## config.mk

```make
export PLATFORM = sky130hd
export DESIGN_NAME = sdram_cmd_seq
export DESIGN_NICKNAME = d
export VERILOG_FILES = /design/src/rtl/sdram_cmd_pkg.sv /design/src/rtl/sdram_refresh_timer.sv /design/src/rtl/sdram_cmd_seq.sv
export SDC_FILE = /design/constraint.sdc
export NUM_CORES = 1
export LEC_CHECK = 0
export BUFFER_PORTS_ARGS = -buffer_cell sky130_fd_sc_hd__buf_2
export CAP_MARGIN = 20
export CORE_MARGIN = 8
export CORE_UTILIZATION = 25
export CTS_CLUSTER_SIZE = 10
export DETAILED_ROUTE_END_ITERATION = 7
export PLACE_DENSITY = 0.5
export SYNTH_ARGS = -nofsm -noshare
export SYNTH_HDL_FRONTEND = slang
export SYNTH_SLANG_ARGS = --single-unit
```

## constraint.sdc

```tcl
create_clock -name sd_clk -period 4.7 [get_ports sd_clk]
set_input_delay 0.94 -clock sd_clk [delete_from_list [all_inputs] [get_ports sd_clk]]
set_output_delay 0.94 -clock sd_clk [all_outputs]
set_load 0.05 [all_outputs]
```

## src/rtl/sdram_cmd_pkg.sv

```systemverilog
// Shared types and encodings for the per-channel SDRAM command sequencer.
// Commands are packed as {cs_, ras_, cas_, we_}, all active-low.
package sdram_cmd_pkg;

    localparam int ADRS_W = 12;
    localparam int BA_W   = 2;
    localparam int COL_W  = 9;
    localparam int BE_W   = 8;
    localparam int A10    = 10;

    localparam logic [3:0] CMD_NOP   = 4'b0111;
    localparam logic [3:0] CMD_ACT   = 4'b0011;
    localparam logic [3:0] CMD_READ  = 4'b0101;
    localparam logic [3:0] CMD_WRITE = 4'b0100;
    localparam logic [3:0] CMD_PRE   = 4'b0010;
    localparam logic [3:0] CMD_REF   = 4'b0001;
    localparam logic [3:0] CMD_MRS   = 4'b0000;

    typedef enum logic [3:0] {
        ST_INIT_WAIT,
        ST_INIT_PRE,
        ST_INIT_REF1,
        ST_INIT_REF2,
        ST_INIT_MRS,
        ST_IDLE,
        ST_ACT,
        ST_RW,
        ST_PRE,
        ST_REF,
        ST_WAIT
    } state_t;

    // Request fields held from acceptance until the column command is issued.
    typedef struct packed {
        logic             write;
        logic [BA_W-1:0]  bank;
        logic [COL_W-1:0] col;
        logic [BE_W-1:0]  be;
    } req_t;

endpackage

```

## src/rtl/sdram_refresh_timer.sv

```systemverilog
// Refresh interval timer: free-running down-counter once enabled, with a
// sticky pending flag that the sequencer clears when it issues REF.
module sdram_refresh_timer
    import sdram_cmd_pkg::*;
#(
    parameter int T_REF = 780
) (
    input  logic clk,
    input  logic rst,
    input  logic enable,
    input  logic clear,
    output logic ref_pending,
    output logic ref_due
);

    localparam int RW = (T_REF > 2) ? $clog2(T_REF) : 1;

    logic [RW-1:0] cnt;

    // Counter is at zero this cycle; pending becomes visible next cycle.
    assign ref_due = enable && (cnt == '0);

    always_ff @(posedge clk) begin
        if (rst) begin
            cnt         <= RW'(T_REF - 1);
            ref_pending <= 1'b0;
        end else begin
            if (!enable || ref_due)
                cnt <= RW'(T_REF - 1);
            else
                cnt <= cnt - RW'(1);

            if (ref_due)
                ref_pending <= 1'b1;
            else if (clear)
                ref_pending <= 1'b0;
        end
    end

endmodule

```

## src/rtl/sdram_cmd_seq.sv

```systemverilog
// Closed-page SDRAM command sequencer for one channel: power-up init,
// single-beat read/write as ACT -> RD/WR -> PRE-all, and periodic auto-refresh.
module sdram_cmd_seq
    import sdram_cmd_pkg::*;
#(
    parameter int               T_INIT   = 200,
    parameter int               T_RCD    = 2,
    parameter int               T_RP     = 2,
    parameter int               T_RFC    = 7,
    parameter int               T_WR     = 2,
    parameter int               CAS_LAT  = 2,
    parameter int               T_REF    = 780,
    parameter logic [ADRS_W-1:0] MODE_REG = 12'h022
) (
    input  logic              sd_clk,
    input  logic              sd_rst,
    input  logic              req_valid,
    output logic              req_ready,
    input  logic              req_write,
    input  logic [BA_W-1:0]   req_bank,
    input  logic [ADRS_W-1:0] req_row,
    input  logic [COL_W-1:0]  req_col,
    input  logic [BE_W-1:0]   req_be,
    output logic              init_done,
    output logic              rd_valid,
    output logic [ADRS_W-1:0] c0_sd_adrs,
    output logic [BA_W-1:0]   c0_sd_ba,
    output logic [BE_W-1:0]   c0_sd_dqm_,
    output logic              sd_cs_,
    output logic              sd_ras_,
    output logic              sd_cas_,
    output logic              sd_we_
);

    localparam int CW = $clog2(T_INIT + T_RFC + T_RCD + T_WR + T_RP + 2);

    state_t            state, nxt_state, ret, nxt_ret;
    logic [CW-1:0]     cnt, nxt_cnt;
    req_t              rq;
    logic              accept;
    logic              leave;
    int                gap;
    state_t            tgt;

    logic [3:0]        cmd_q, nxt_cmd;
    logic [ADRS_W-1:0] nxt_adrs;
    logic [BA_W-1:0]   nxt_ba;
    logic [BE_W-1:0]   nxt_dqm;
    logic              nxt_ready, nxt_init_done;
    logic [CAS_LAT-1:0] rd_pipe;

    logic ref_pending, ref_due, ref_clear;

    // Gaps of one go straight to the target; longer gaps park in WAIT,
    // which hands over to the target when its counter hits zero.
    function automatic state_t gap_state(input int t, input state_t s);
        return (t <= 1) ? s : ST_WAIT;
    endfunction

    function automatic logic [CW-1:0] gap_cnt(input int t);
        return (t >= 2) ? CW'(t - 2) : '0;
    endfunction

    sdram_refresh_timer #(
        .T_REF(T_REF)
    ) u_ref (
        .clk        (sd_clk),
        .rst        (sd_rst),
        .enable     (init_done),
        .clear      (ref_clear),
        .ref_pending(ref_pending),
        .ref_due    (ref_due)
    );

    always_comb begin
        nxt_state = state;
        nxt_cnt   = cnt;
        nxt_ret   = ret;
        accept    = 1'b0;
        leave     = 1'b0;
        gap       = 1;
        tgt       = ST_IDLE;

        case (state)
            ST_INIT_WAIT: begin
                if (cnt == '0) nxt_state = ST_INIT_PRE;
                else           nxt_cnt   = cnt - CW'(1);
            end
            ST_INIT_PRE:  begin leave = 1'b1; gap = T_RP;  tgt = ST_INIT_REF1; end
            ST_INIT_REF1: begin leave = 1'b1; gap = T_RFC; tgt = ST_INIT_REF2; end
            ST_INIT_REF2: begin leave = 1'b1; gap = T_RFC; tgt = ST_INIT_MRS;  end
            ST_INIT_MRS:  begin leave = 1'b1; gap = 2;     tgt = ST_IDLE;      end
            ST_IDLE: begin
                if (ref_pending) begin
                    nxt_state = ST_REF;
                end else if (req_valid && req_ready) begin
                    accept    = 1'b1;
                    nxt_state = ST_ACT;
                end
            end
            ST_ACT: begin leave = 1'b1; gap = T_RCD; tgt = ST_RW; end
            ST_RW:  begin leave = 1'b1; gap = rq.write ? T_WR : 1; tgt = ST_PRE; end
            ST_PRE: begin leave = 1'b1; gap = T_RP;  tgt = ST_IDLE; end
            ST_REF: begin leave = 1'b1; gap = T_RFC; tgt = ST_IDLE; end
            ST_WAIT: begin
                if (cnt == '0) nxt_state = ret;
                else           nxt_cnt   = cnt - CW'(1);
            end
            default: nxt_state = ST_INIT_WAIT;
        endcase

        if (leave) begin
            nxt_state = gap_state(gap, tgt);
            nxt_cnt   = gap_cnt(gap);
            nxt_ret   = tgt;
        end
    end

    // Pin values are decoded from the state being entered, so the command
    // appears in the same cycle the FSM occupies its command state.
    always_comb begin
        nxt_cmd  = CMD_NOP;
        nxt_adrs = '0;
        nxt_ba   = '0;
        nxt_dqm  = '1;
        case (nxt_state)
            ST_INIT_PRE, ST_PRE: begin
                nxt_cmd       = CMD_PRE;
                nxt_adrs[A10] = 1'b1;
            end
            ST_INIT_REF1, ST_INIT_REF2, ST_REF: nxt_cmd = CMD_REF;
            ST_INIT_MRS: begin
                nxt_cmd  = CMD_MRS;
                nxt_adrs = MODE_REG;
            end
            ST_ACT: begin
                nxt_cmd  = CMD_ACT;
                nxt_adrs = req_row;
                nxt_ba   = req_bank;
            end
            ST_RW: begin
                nxt_cmd  = rq.write ? CMD_WRITE : CMD_READ;
                nxt_adrs = {{(ADRS_W - COL_W){1'b0}}, rq.col};
                nxt_ba   = rq.bank;
                nxt_dqm  = ~rq.be;
            end
            default: ;
        endcase
    end

    assign ref_clear     = (nxt_state == ST_REF);
    assign nxt_init_done = init_done || (nxt_state == ST_IDLE);
    // Hold off requests one cycle early when the refresh counter is expiring.
    assign nxt_ready     = (nxt_state == ST_IDLE) && !ref_pending && !ref_due;

    always_ff @(posedge sd_clk) begin
        if (sd_rst) begin
            state      <= ST_INIT_WAIT;
            cnt        <= CW'(T_INIT - 1);
            ret        <= ST_IDLE;
            rq         <= '0;
            cmd_q      <= CMD_NOP;
            c0_sd_adrs <= '0;
            c0_sd_ba   <= '0;
            c0_sd_dqm_ <= '1;
            req_ready  <= 1'b0;
            init_done  <= 1'b0;
            rd_pipe    <= '0;
        end else begin
            state      <= nxt_state;
            cnt        <= nxt_cnt;
            ret        <= nxt_ret;
            if (accept)
                rq <= {req_write, req_bank, req_col, req_be};
            cmd_q      <= nxt_cmd;
            c0_sd_adrs <= nxt_adrs;
            c0_sd_ba   <= nxt_ba;
            c0_sd_dqm_ <= nxt_dqm;
            req_ready  <= nxt_ready;
            init_done  <= nxt_init_done;
            rd_pipe[0] <= (cmd_q == CMD_READ);
            for (int i = 1; i < CAS_LAT; i++)
                rd_pipe[i] <= rd_pipe[i-1];
        end
    end

    assign {sd_cs_, sd_ras_, sd_cas_, sd_we_} = cmd_q;
    assign rd_valid = rd_pipe[CAS_LAT-1];

endmodule
```

# Word level (Yosys, flattened, before mapping)
# Index checks and enable logic that the tools add are counted.
[classes] n_addsub=3 eq_ne=21 order_cmp=2 n_reduce_logical=24 n_mux=25 bitwise_logic=3
[op_table] cell="4-bit by 3-bit == test with 1-bit output (second input constant)" count=9
[op_table] cell="32-bit by 3-bit >= comparator with 1-bit output (second input constant)" count=1
[op_table] cell="32-bit by 2-bit less-or-equal comparator with 1-bit output (second input constant)" count=1
[op_table] cell="8-bit two-way mux" count=4
[op_table] cell="10-bit case mux with 3 select lines" count=1
[op_table] cell="4-bit two-way mux" count=6
[op_table] cell="4-bit == test (second input constant)" count=5
[op_table] cell="4-bit case mux with 5 select lines" count=1
[op_table] cell="4-bit by 2-bit == test with 1-bit output (second input constant)" count=4
[op_table] cell="4-bit case mux with 4 select lines" count=1
[op_table] cell="3-bit case mux with 5 select lines" count=1
[op_table] cell="10-bit logical NOT" count=1
[op_table] cell="2-bit OR reduction" count=5
[op_table] cell="10-bit by 1-bit subtractor with 10-bit output (second input constant)" count=1
[op_table] cell="3-bit case mux with 3 select lines" count=1
[op_table] cell="4-bit by 1-bit == test with 1-bit output (second input constant)" count=2
[op_table] cell="8-bit logical NOT" count=1
[op_table] cell="8-bit inverter" count=1
[op_table] cell="8-bit OR reduction" count=1
[op_table] cell="8-bit by 1-bit subtractor with 8-bit output (second input constant)" count=1
[op_table] cell="8-bit by 3-bit subtractor with 8-bit output (second input constant)" count=1
[op_table] cell="1-bit two-way mux" count=7
[op_table] cell="3-bit OR reduction" count=2
[op_table] cell="1-bit logical AND" count=4
[op_table] cell="11 further kinds" count=16
[totals] reg_bits=77 output_inout_bits=29 input_bits=35

# Logic depth before layout (Yosys ltp)
# Gate-level depths: netlist of run 1.
[logic_depth] word_depth=9 ltp_mapped=10 ltp_nobuf=8

# By module
# A second synthesis of run 1 with hierarchy kept.
[hier_totals] cells_unflattened=412 hier_area_um2=3388.2
[by_module_without_submodules] module="sdram_cmd_seq" area_per_inst_um2=2857.7 cells_each=354 seq_area_each_um2=1301.2 instances=1
[by_module_without_submodules] module="sdram_refresh_timer" area_per_inst_um2=530.5 cells_each=58 seq_area_each_um2=220.2 instances=1

# Worst setup path after synthesis of run 1
# OpenSTA, ideal clock, no wires.
[synth_path] path_kind="flip-flop to flip-flop" start="register cnt[0]" end="register c0_sd_dqm_[0]" arrival_time_ns=2.155 n_path_buf=1 stages_incl_launch_ff=9 t_required_ns=4.587 setup_slack_ns=2.432 setup_ns=0.113 path_cell_list="dfxtp_1 -> inv_1 -> ha_1 -> or3b_4 -> or4_4 -> a211oi_4 -> and4_1 -> buf_6 -> nand2_1"
[synth_via] elab_chain_len=7 elab_cells_between_ends=8 cone_classes="eq/ne: 1; mux: 4; bitwise: 1; reduce/logical: 2"
[synth_rtl] item="start, declared" line="sdram_cmd_seq.sv:38" text="logic [CW-1:0] cnt, nxt_cnt;"
[synth_rtl] item="start signal, assigned" line="sdram_cmd_seq.sv:159" text="cnt <= CW'(T_INIT - 1);"
[synth_rtl] item="start signal, assigned" line="sdram_cmd_seq.sv:171" text="cnt <= nxt_cnt;"
[synth_rtl] item="8-bit logical NOT *" line="sdram_cmd_seq.sv:86, sdram_cmd_seq.sv:106"
[synth_rtl] item="4-bit two-way mux, on equally long branches" line="sdram_cmd_seq.sv:106, sdram_cmd_seq.sv:86"
[synth_rtl] item="4-bit case mux with 4 select lines *" line="sdram_cmd_seq.sv:84" text="case (state)"
[synth_rtl] item="4-bit two-way mux *" line="sdram_cmd_seq.sv:112" text="if (leave) begin"
[synth_rtl] item="4-bit by 3-bit == test with 1-bit output *" line="sdram_cmd_seq.sv:126" text="case (nxt_state)"
[synth_rtl] item="1-bit inverter (no line) *"
[synth_rtl] item="2-bit OR reduction (no line) *"
[synth_rtl] item="end signal, assigned" line="sdram_cmd_seq.sv:178" text="c0_sd_dqm_ <= nxt_dqm;"
[synth_rtl] item="end, declared" line="sdram_cmd_seq.sv:28" text="output logic [BE_W-1:0] c0_sd_dqm_,"
# Mark *: on every way between the ends. The rest lies on a longest branch, timed or not.
# A chain may end at the register's enable or synchronous reset.

# Final worst setup path of run 1
[layout_path] start="register state[2]" end="register c0_sd_adrs[9]"
[layout_via] elab_chain_len=8 elab_cells_between_ends=29 cone_classes="order compare: 1; eq/ne: 13; mux: 11; reduce/logical: 4"
[layout_rtl] item="start, declared" line="sdram_cmd_seq.sv:37" text="state_t state, nxt_state, ret, nxt_ret;"
[layout_rtl] item="start signal, assigned" line="sdram_cmd_seq.sv:170" text="state <= nxt_state;"
[layout_rtl] item="4-bit by 3-bit == test with 1-bit output (tied with other cells)" line="sdram_cmd_seq.sv:84"
[layout_rtl] item="4-bit OR reduction (no line) / 3-bit OR reduction (equally long branches)"
[layout_rtl] item="3-bit case mux with 3 select lines" line="sdram_cmd_seq.sv:84"
[layout_rtl] item="32-bit by 2-bit less-or-equal comparator with 1-bit output" line="sdram_cmd_seq.sv:57" text="return (t <= 1) ? s : ST_WAIT;"
[layout_rtl] item="4-bit two-way mux" line="sdram_cmd_seq.sv:57"
[layout_rtl] item="4-bit two-way mux *" line="sdram_cmd_seq.sv:112"
[layout_rtl] item="4-bit by 3-bit == test with 1-bit output" line="sdram_cmd_seq.sv:126"
[layout_rtl] item="10-bit case mux with 3 select lines *" line="sdram_cmd_seq.sv:126"
[layout_rtl] item="end signal, assigned" line="sdram_cmd_seq.sv:176" text="c0_sd_adrs <= nxt_adrs;"
[layout_rtl] item="end, declared" line="sdram_cmd_seq.sv:26" text="output logic [ADRS_W-1:0] c0_sd_adrs,"
# Marked as above.

==> flow_summary_export.csv, run 1 <==
group,metric,value,unit
synthesis,synth_flop_cell,"dfxtp_1",
die,start_util,25.6,%
timing,clock.fmax,365,MHz
cells_and_area,synthToLayoutAreaGrowth,21.2,%
job,cap_violations,0,
clock_network,cts_resized,0,
clock_network,htree_levels,3,
synthesis,synth_edf_count,0,
cells_and_area,layout_commonest_cell,"nand2_1",
timing,hold_violations,0,
synthesis,async_reset_ff_share,0,%
routing,wirelength,8700,µm
worst_setup_path,startpoint,"state[2]$_SDFF_PP0_",
die,fp.coreArea,13200,µm²
synthesis,syn_area,3390,µm²
routing,wl_per_cell,13.7,µm
cells_and_area,fin_cells,637,
outcome,status,"completed",
cells_and_area,diodes,0,
global_routing,grt_pass1_vias,2848,
worst_setup_path,path_class,"flip-flop to flip-flop",
hold_path,hp-class,"flip-flop to flip-flop",
clock_network,clkSinkCount,76,
routing,first_pass_iters,4,
die,io_pins,64,
worst_setup_path,crit_required,4.94,ns
worst_setup_path,rrSetupSlack,1.96,ns
clock_network,cts_buffers,9,
placed_design,portBuffers,62,
placed_design,place_hpwl,6240,µm
global_routing,grt_start_max_net_pins,44,
power_and_ir_drop,p_sw,542,µW
worst_setup_path,cp_max_fo,22,
die,die_y,132,µm
global_routing,grt_overflow,0,
cells_and_area,drive_gt1_share,24.1,%
die,die_w,132,µm
routing,drc,0,
synthesis,avgSynthCellArea,8.29,µm²
synthesis,synth-seq-cells,76,
clock_network,cts_tree,"yes",
hold_path,holdCritStartpoint,"rq[0]$_SDFFE_PP0P_",
routing,dr.first_iter.drc_count,167,
clock_network,clk_pin_slew_worst_paths,0.06,ns
timing,tightestPinTransition,0.871,ns
die,rows,42,
routing,vias,2951,
clock_network,insertion_delay,0.33,ns
cells_and_area,final_cell_mix,"nand2_1, dfxtp_1, buf_2, a21oi_1, nor2_1",
clock_network,clk_path_buf_depth,2,
global_routing,grt_util_all_layers,9.96,%
worst_setup_path,r2r-end,"c0_sd_adrs[9]$_SDFF_PP0_",
power_and_ir_drop,p_sw_share,30.1,%
timing,maxSlewHeadroom,41.9,%
power_and_ir_drop,p_seq_share,41.2,%
routing,viasPerCell,4.63,
synthesis,ys_seq_area_share,44.9,%
power_and_ir_drop,power_density,438,nW/µm²
timing,slew_violations,0,
clock_network,root_buffer,"clkbuf_16",
timing,finalCriticalPeriod,2.74,ns
die,dieArea,17500,µm²
worst_setup_path,end_kind,"flip-flop",
timing,clock_skew,0.00661,ns
synthesis,synth_cell_types,63,
power_and_ir_drop,internal-power,1260,µW
global_routing,antenna_found_initial,0,
worst_setup_path,worst_setup_path_start_kind,"flip-flop",
worst_setup_path,r2r-start,"state[2]$_SDFF_PP0_",
power_and_ir_drop,combPwrFrac,20.5,%
power_and_ir_drop,power.leakage,0.00159,µW
cells_and_area,nets,495,
synthesis,syn_inst,409,
timing,period_share,58.3,%
clock_network,postCtsHoldBufs,0,
clock_network,postCtsSetupBuffers,0,
synthesis,ys_warn_count,0,
placed_design,gp_congestion,0.808,
worst_setup_path,worstPathArrival,2.98,ns
routing,antenna_left,0,
timing,setup_viol,0,
global_routing,grt_first_pass_wirelength,14400,µm
worst_setup_path,reg2reg_depth,5,
timing,fin_setup_tns,0,ns
timing,rsz0062_at_grt,"false",
synthesis,syn-num-nets,448,
worst_setup_path,endpoint,"c0_sd_adrs[9]$_SDFF_PP0_",
placed_design,placedCellCount,621,
power_and_ir_drop,ir_drop,0.179,mV
power_and_ir_drop,clkPwrFrac,38.4,%
==> registers in the layout (all words and copies together), names as in the netlist <==
signal and count:
c0_sd_adrs 12, c0_sd_ba 2, c0_sd_dqm_ 8, cmd_q 3, cnt 8, init_done 1
rd_pipe 2, req_ready 1, ret 4, rq 20, state 4, u_ref.cnt 10
u_ref.ref_pending 1
==> Yosys cell counts, types with 3 or more instances <==
library cell	count	share of area, %
nand2b_1	3	0.55
or2_2	7	1.3
nor3_1	10	1.5
or4_1	3	0.66
nor2_1	30	3.3
nor2b_1	5	0.92
a21oi_2	9	2.3
nand3b_1	4	0.89
nor3b_1	3	0.66
nand2_1	89	9.9
nand3_1	7	1.0
o31ai_1	3	0.66
inv_1	14	1.6
or3_1	3	0.55
a31oi_1	3	0.55
a21oi_1	32	4.7
ha_1	4	1.5
xnor2_1	8	2.1
clkbuf_1	21	2.3
a31o_2	3	0.78
nand4_1	4	0.74
o22ai_1	3	0.55
o2111ai_1	3	0.78
o21ai_0	12	1.8
dfxtp_1	76	45
==> critical path, cell delays in order (launching register included) <==
cell	delay, ns
dfxtp_1	0.66
or4bb_1	0.59
or2_2	0.51
o211ai_2	0.26
nand3_2	0.40
nor3_1	0.23
==> cells by family (layout without fill, tap and decap cells) <==
group,count (synthesis),count (layout),share of synthesized area (%)
XOR/XNOR,9,9,2.33
AO/OA/AOI/OAI,93,93,19.3
other,1,1,0.111
buffers and inverters,41,93,5.17
adder cells (fa/ha/maj),4,4,1.48
AND/OR/NAND/NOR,185,185,26.7
flip-flops,76,76,44.9
==> per-stage QoR <==
stage / cell area [µm²] / hold slack, ns / util (%) / power [µW] / worst slack (ns)
CTS: 4110 / 0.384 / 31.0 / 1820 / 1.96
global placement: 3800 / 0.368 / 28.7 / 1120 / 1.95
floorplan: 3390 / 0.358 / - / 1030 / 2.43
detailed placement: 3800 / 0.370 / 28.7 / 1120 / 1.92
finish: 4110 / 0.382 / 31.0 / 1800 / 1.96
global route: 4110 / 0.400 / 31.0 / 1910 / 1.77
==> how the worst min path moves through the flow <==
stage | end | cells past startpoint
finish | c0_sd_dqm_[0]$_SDFF_PP1_ | 1
global placement | c0_sd_dqm_[0]$_SDFF_PP1_ | 1
detailed placement | c0_sd_dqm_[0]$_SDFF_PP1_ | 1
CTS | c0_sd_dqm_[0]$_SDFF_PP1_ | 1
floorplan | c0_sd_dqm_[0]$_SDFF_PP1_ | 1
global route | c0_sd_dqm_[4]$_SDFF_PP1_ | 1
==> layer usage <==
layer | track usage, % | part of all wire, % | wire length (µm)
met5 | 0 | 0 | 0
met2 | 15.0 | 44 | 3860
met1 | 13.1 | 48 | 4200
met3 | 3.37 | 6.0 | 523
met4 | 3.15 | 1.3 | 113
==> power by group through the flow <==
stage / clock (µW) / sequential, µW / combinational (µW)
after floorplan: 0 / 763 / 269
after global placement: 0 / 756 / 361
after detailed placement: 0 / 755 / 366
after CTS: 710 / 741 / 368
after global routing: 745 / 750 / 411
final: 690 / 741 / 368
==> cell type report <==
cell class	count	area [µm²]
clock buffers	10	239
clock inverters	6	63.8
fillers	1449	9140
inverters	15	56.3
multi-input cells	292	1700
flip-flops and latches	76	1520
well taps	176	220
repair buffers	62	310
(Power assumes the default switching activity.)
==> run 2: changes to the inputs <==
--- a/config.mk
+++ b/config.mk
@@ -11,7 +11,7 @@
 export CORE_UTILIZATION = 25
 export CTS_CLUSTER_SIZE = 10
 export DETAILED_ROUTE_END_ITERATION = 7
-export PLACE_DENSITY = 0.5
+export PLACE_DENSITY = 0.52
 export SYNTH_ARGS = -nofsm -noshare
 export SYNTH_HDL_FRONTEND = slang
 export SYNTH_SLANG_ARGS = --single-unit
==> constraint.sdc (replaced) <==
create_clock -name sd_clk -period 2.5 [get_ports sd_clk]
set_input_delay 0.5 -clock sd_clk [delete_from_list [all_inputs] [get_ports sd_clk]]
set_output_delay 0.5 -clock sd_clk [all_outputs]
set_load 0.05 [all_outputs]
==> run 2 against run 1 <==
Combinational power up 110%. Global-route usage up 0.49 points. Die area unchanged. Critical path type unchanged. Critical endpoint is now c0_sd_dqm_[3]$_SDFF_PP1_.
==> flow_summary_export.csv, run 2 (same netlist as run 1, synthesis figures left out) <==
group,metric,value,unit
cells_and_area,largest_reg_flops,20,
cells_and_area,drive_gt1_share,27.1,%
die,start_util,25.6,%
clock_network,cts_buffers,9,
cells_and_area,final_cell_mix,"nand2_1, dfxtp_1, buf_2, a21oi_1, nor2_1",
global_routing,grt_pass1_vias,3086,
global_routing,grt_overflow,0,
worst_setup_path,worstPathArrival,2.64,ns
cells_and_area,layout_commonest_cell,"nand2_1",
worst_setup_path,cp_max_fo,8,
global_routing,grt_first_pass_wirelength,15200,µm
worst_setup_path,path_class,"flip-flop to flip-flop",
timing,clock.fmax,413,MHz
worst_setup_path,cp_slowest_cell,"or4_4",
cells_and_area,synthToLayoutAreaGrowth,25.9,%
die,fp.coreArea,13200,µm²
power_and_ir_drop,power.leakage,0.00170,µW
routing,viasPerCell,4.72,
die,rows,42,
worst_setup_path,worst_setup_path_start_kind,"flip-flop",
routing,drc,0,
timing,maxSlewHeadroom,49.8,%
global_routing,grt_util_all_layers,10.4,%
job,cap_violations,0,
die,die_w,132,µm
power_and_ir_drop,ir_drop,0.410,mV
placed_design,place_ws,-0.0289,ns
timing,slew_violations,0,
worst_setup_path,slowest_delay,0.52,ns
power_and_ir_drop,combPwrFrac,22.2,%
outcome,status,"completed",
die,io_pins,64,
placed_design,place_hpwl,6630,µm
routing,wl_per_cell,14.0,µm
cells_and_area,top_register,"rq",
placed_design,portBuffers,62,
worst_setup_path,reg2reg_depth,7,
global_routing,grt_start_max_net_pins,24,
timing,period_share,96.8,%
clock_network,clk_path_buf_depth,2,
clock_network,clkSinkCount,76,
power_and_ir_drop,power_density,827,nW/µm²
die,dieArea,17500,µm²
worst_setup_path,crit_family,"simple AND/OR/NAND/NOR gates",
routing,wirelength,9180,µm
routing,dr.first_iter.drc_count,210,
cells_and_area,fin_util,32.2,%
clock_network,root_buffer,"clkbuf_16",
power_and_ir_drop,p_sw_share,29.2,%
power_and_ir_drop,clkPwrFrac,39.0,%
hold_path,hp-class,"flip-flop to flip-flop",
power_and_ir_drop,p_sw,1030,µW
routing,vias,3090,
cells_and_area,fill_cells,1414,
placed_design,gp_congestion,0.793,
routing,antenna_left,0,
cells_and_area,top_regs,"rq (20), c0_sd_adrs (12), u_ref.cnt (10)",
cells_and_area,seqCellArea,1520,µm²
cells_and_area,multi_input_area,1700,µm²
timing,clock_skew,0.00758,ns
worst_setup_path,path_cells,"inv_1 > ha_1 > or3b_4 > or4_4 > a211oi_4 > and4_4 > nand2_1",
timing,finalCriticalPeriod,2.42,ns
clock_network,clk_pin_slew_worst_paths,0.06,ns
global_routing,antenna_found_initial,0,
clock_network,htree_levels,3,
worst_setup_path,critPathBufInv,1,
timing,setup_viol,0,
worst_setup_path,end_kind,"flip-flop",
cells_and_area,nets,513,
timing,tightestPinTransition,0.750,ns
timing,setup_ws,0.0796,ns
worst_setup_path,cp.depth,7,
clock_network,insertion_delay,0.33,ns
power_and_ir_drop,p_seq_share,38.8,%
hold_path,whs_path_depth,1,
die,die_y,132,µm
power_and_ir_drop,internal-power,2500,µW
clock_network,cts_tree,"yes",
timing,hold_violations,0,
cells_and_area,diodes,0,
routing,first_pass_iters,4,
worst_setup_path,crit_required,2.72,ns
## run 2: final timing paths
path                  startpoint                       end  slack (ns)
max reg2reg  cnt[0]$_SDFFE_PP1P_  c0_sd_dqm_[3]$_SDFF_PP1_        0.08
max          cnt[0]$_SDFFE_PP1P_  c0_sd_dqm_[3]$_SDFF_PP1_        0.08
min           rq[6]$_SDFFE_PP0P_  c0_sd_dqm_[6]$_SDFF_PP1_        0.38
min reg2reg   rq[6]$_SDFFE_PP0P_  c0_sd_dqm_[6]$_SDFF_PP1_        0.38
## run 2: cell type report
cell class,count,area share [%]
Clock buffer,13,6.57
Clock inverter,3,0.997
Inverter,15,1.32
Multi-Input combinational cell,292,39.8
Sequential cell,76,35.6
Tap cell,176,5.16
Timing Repair Buffer,80,10.5
## run 2: repair_timing
action,in CTS,in global routing
hold endpoints to repair,0,0
hold buffers,0,0
setup buffers,0,1
endpoints found under the setup margin,8,16
resized for setup,1,2
pin swaps,0,1
## run 2: worst reg2reg max path: stages (launching register included)
cell	delay [ns]
dfxtp_1	0.33
inv_1	0.06
ha_1	0.17
or3b_4	0.42
or4_4	0.52
a211oi_4	0.38
and4_4	0.35
nand2_1	0.07
## run 2: per-stage QoR
| step | cell area, µm² | std cells | setup TNS (ns) | hold WS, ns | power, µW |
|---|---|---|---|---|---|
| 3_5_place_dp | 3930 | 638 | -0.0552 | 0.364 | 2170 |
| 3_3_place_gp | 3930 | 638 | 0 | 0.362 | 2160 |
| 5_1_grt | 4270 | 655 | -0.0493 | 0.380 | 3720 |
| 2_1_floorplan | 3390 | 409 | 0 | 0.358 | 1940 |
| 4_1_cts | 4260 | 654 | 0 | 0.378 | 3560 |
| 6_report | 4270 | 655 | 0 | 0.380 | 3530 |
## run 2: routing by layer
metal  vias up  wire, µm  global-route usage, %
li1       1546         -                      -
met1      1462      4390                   13.4
met2        77      4140                   16.4
met3         5       608                   3.82
met4         0        48                   2.27
met5         -         0                      0
## run 2: power by group through the flow
stage | logic (µW) | registers, µW | clock network (µW)
global placement | 773 | 1390 | 0
floorplan | 506 | 1430 | 0
finish | 785 | 1370 | 1380
detailed placement | 779 | 1390 | 0
CTS | 782 | 1370 | 1410
global route | 883 | 1380 | 1460
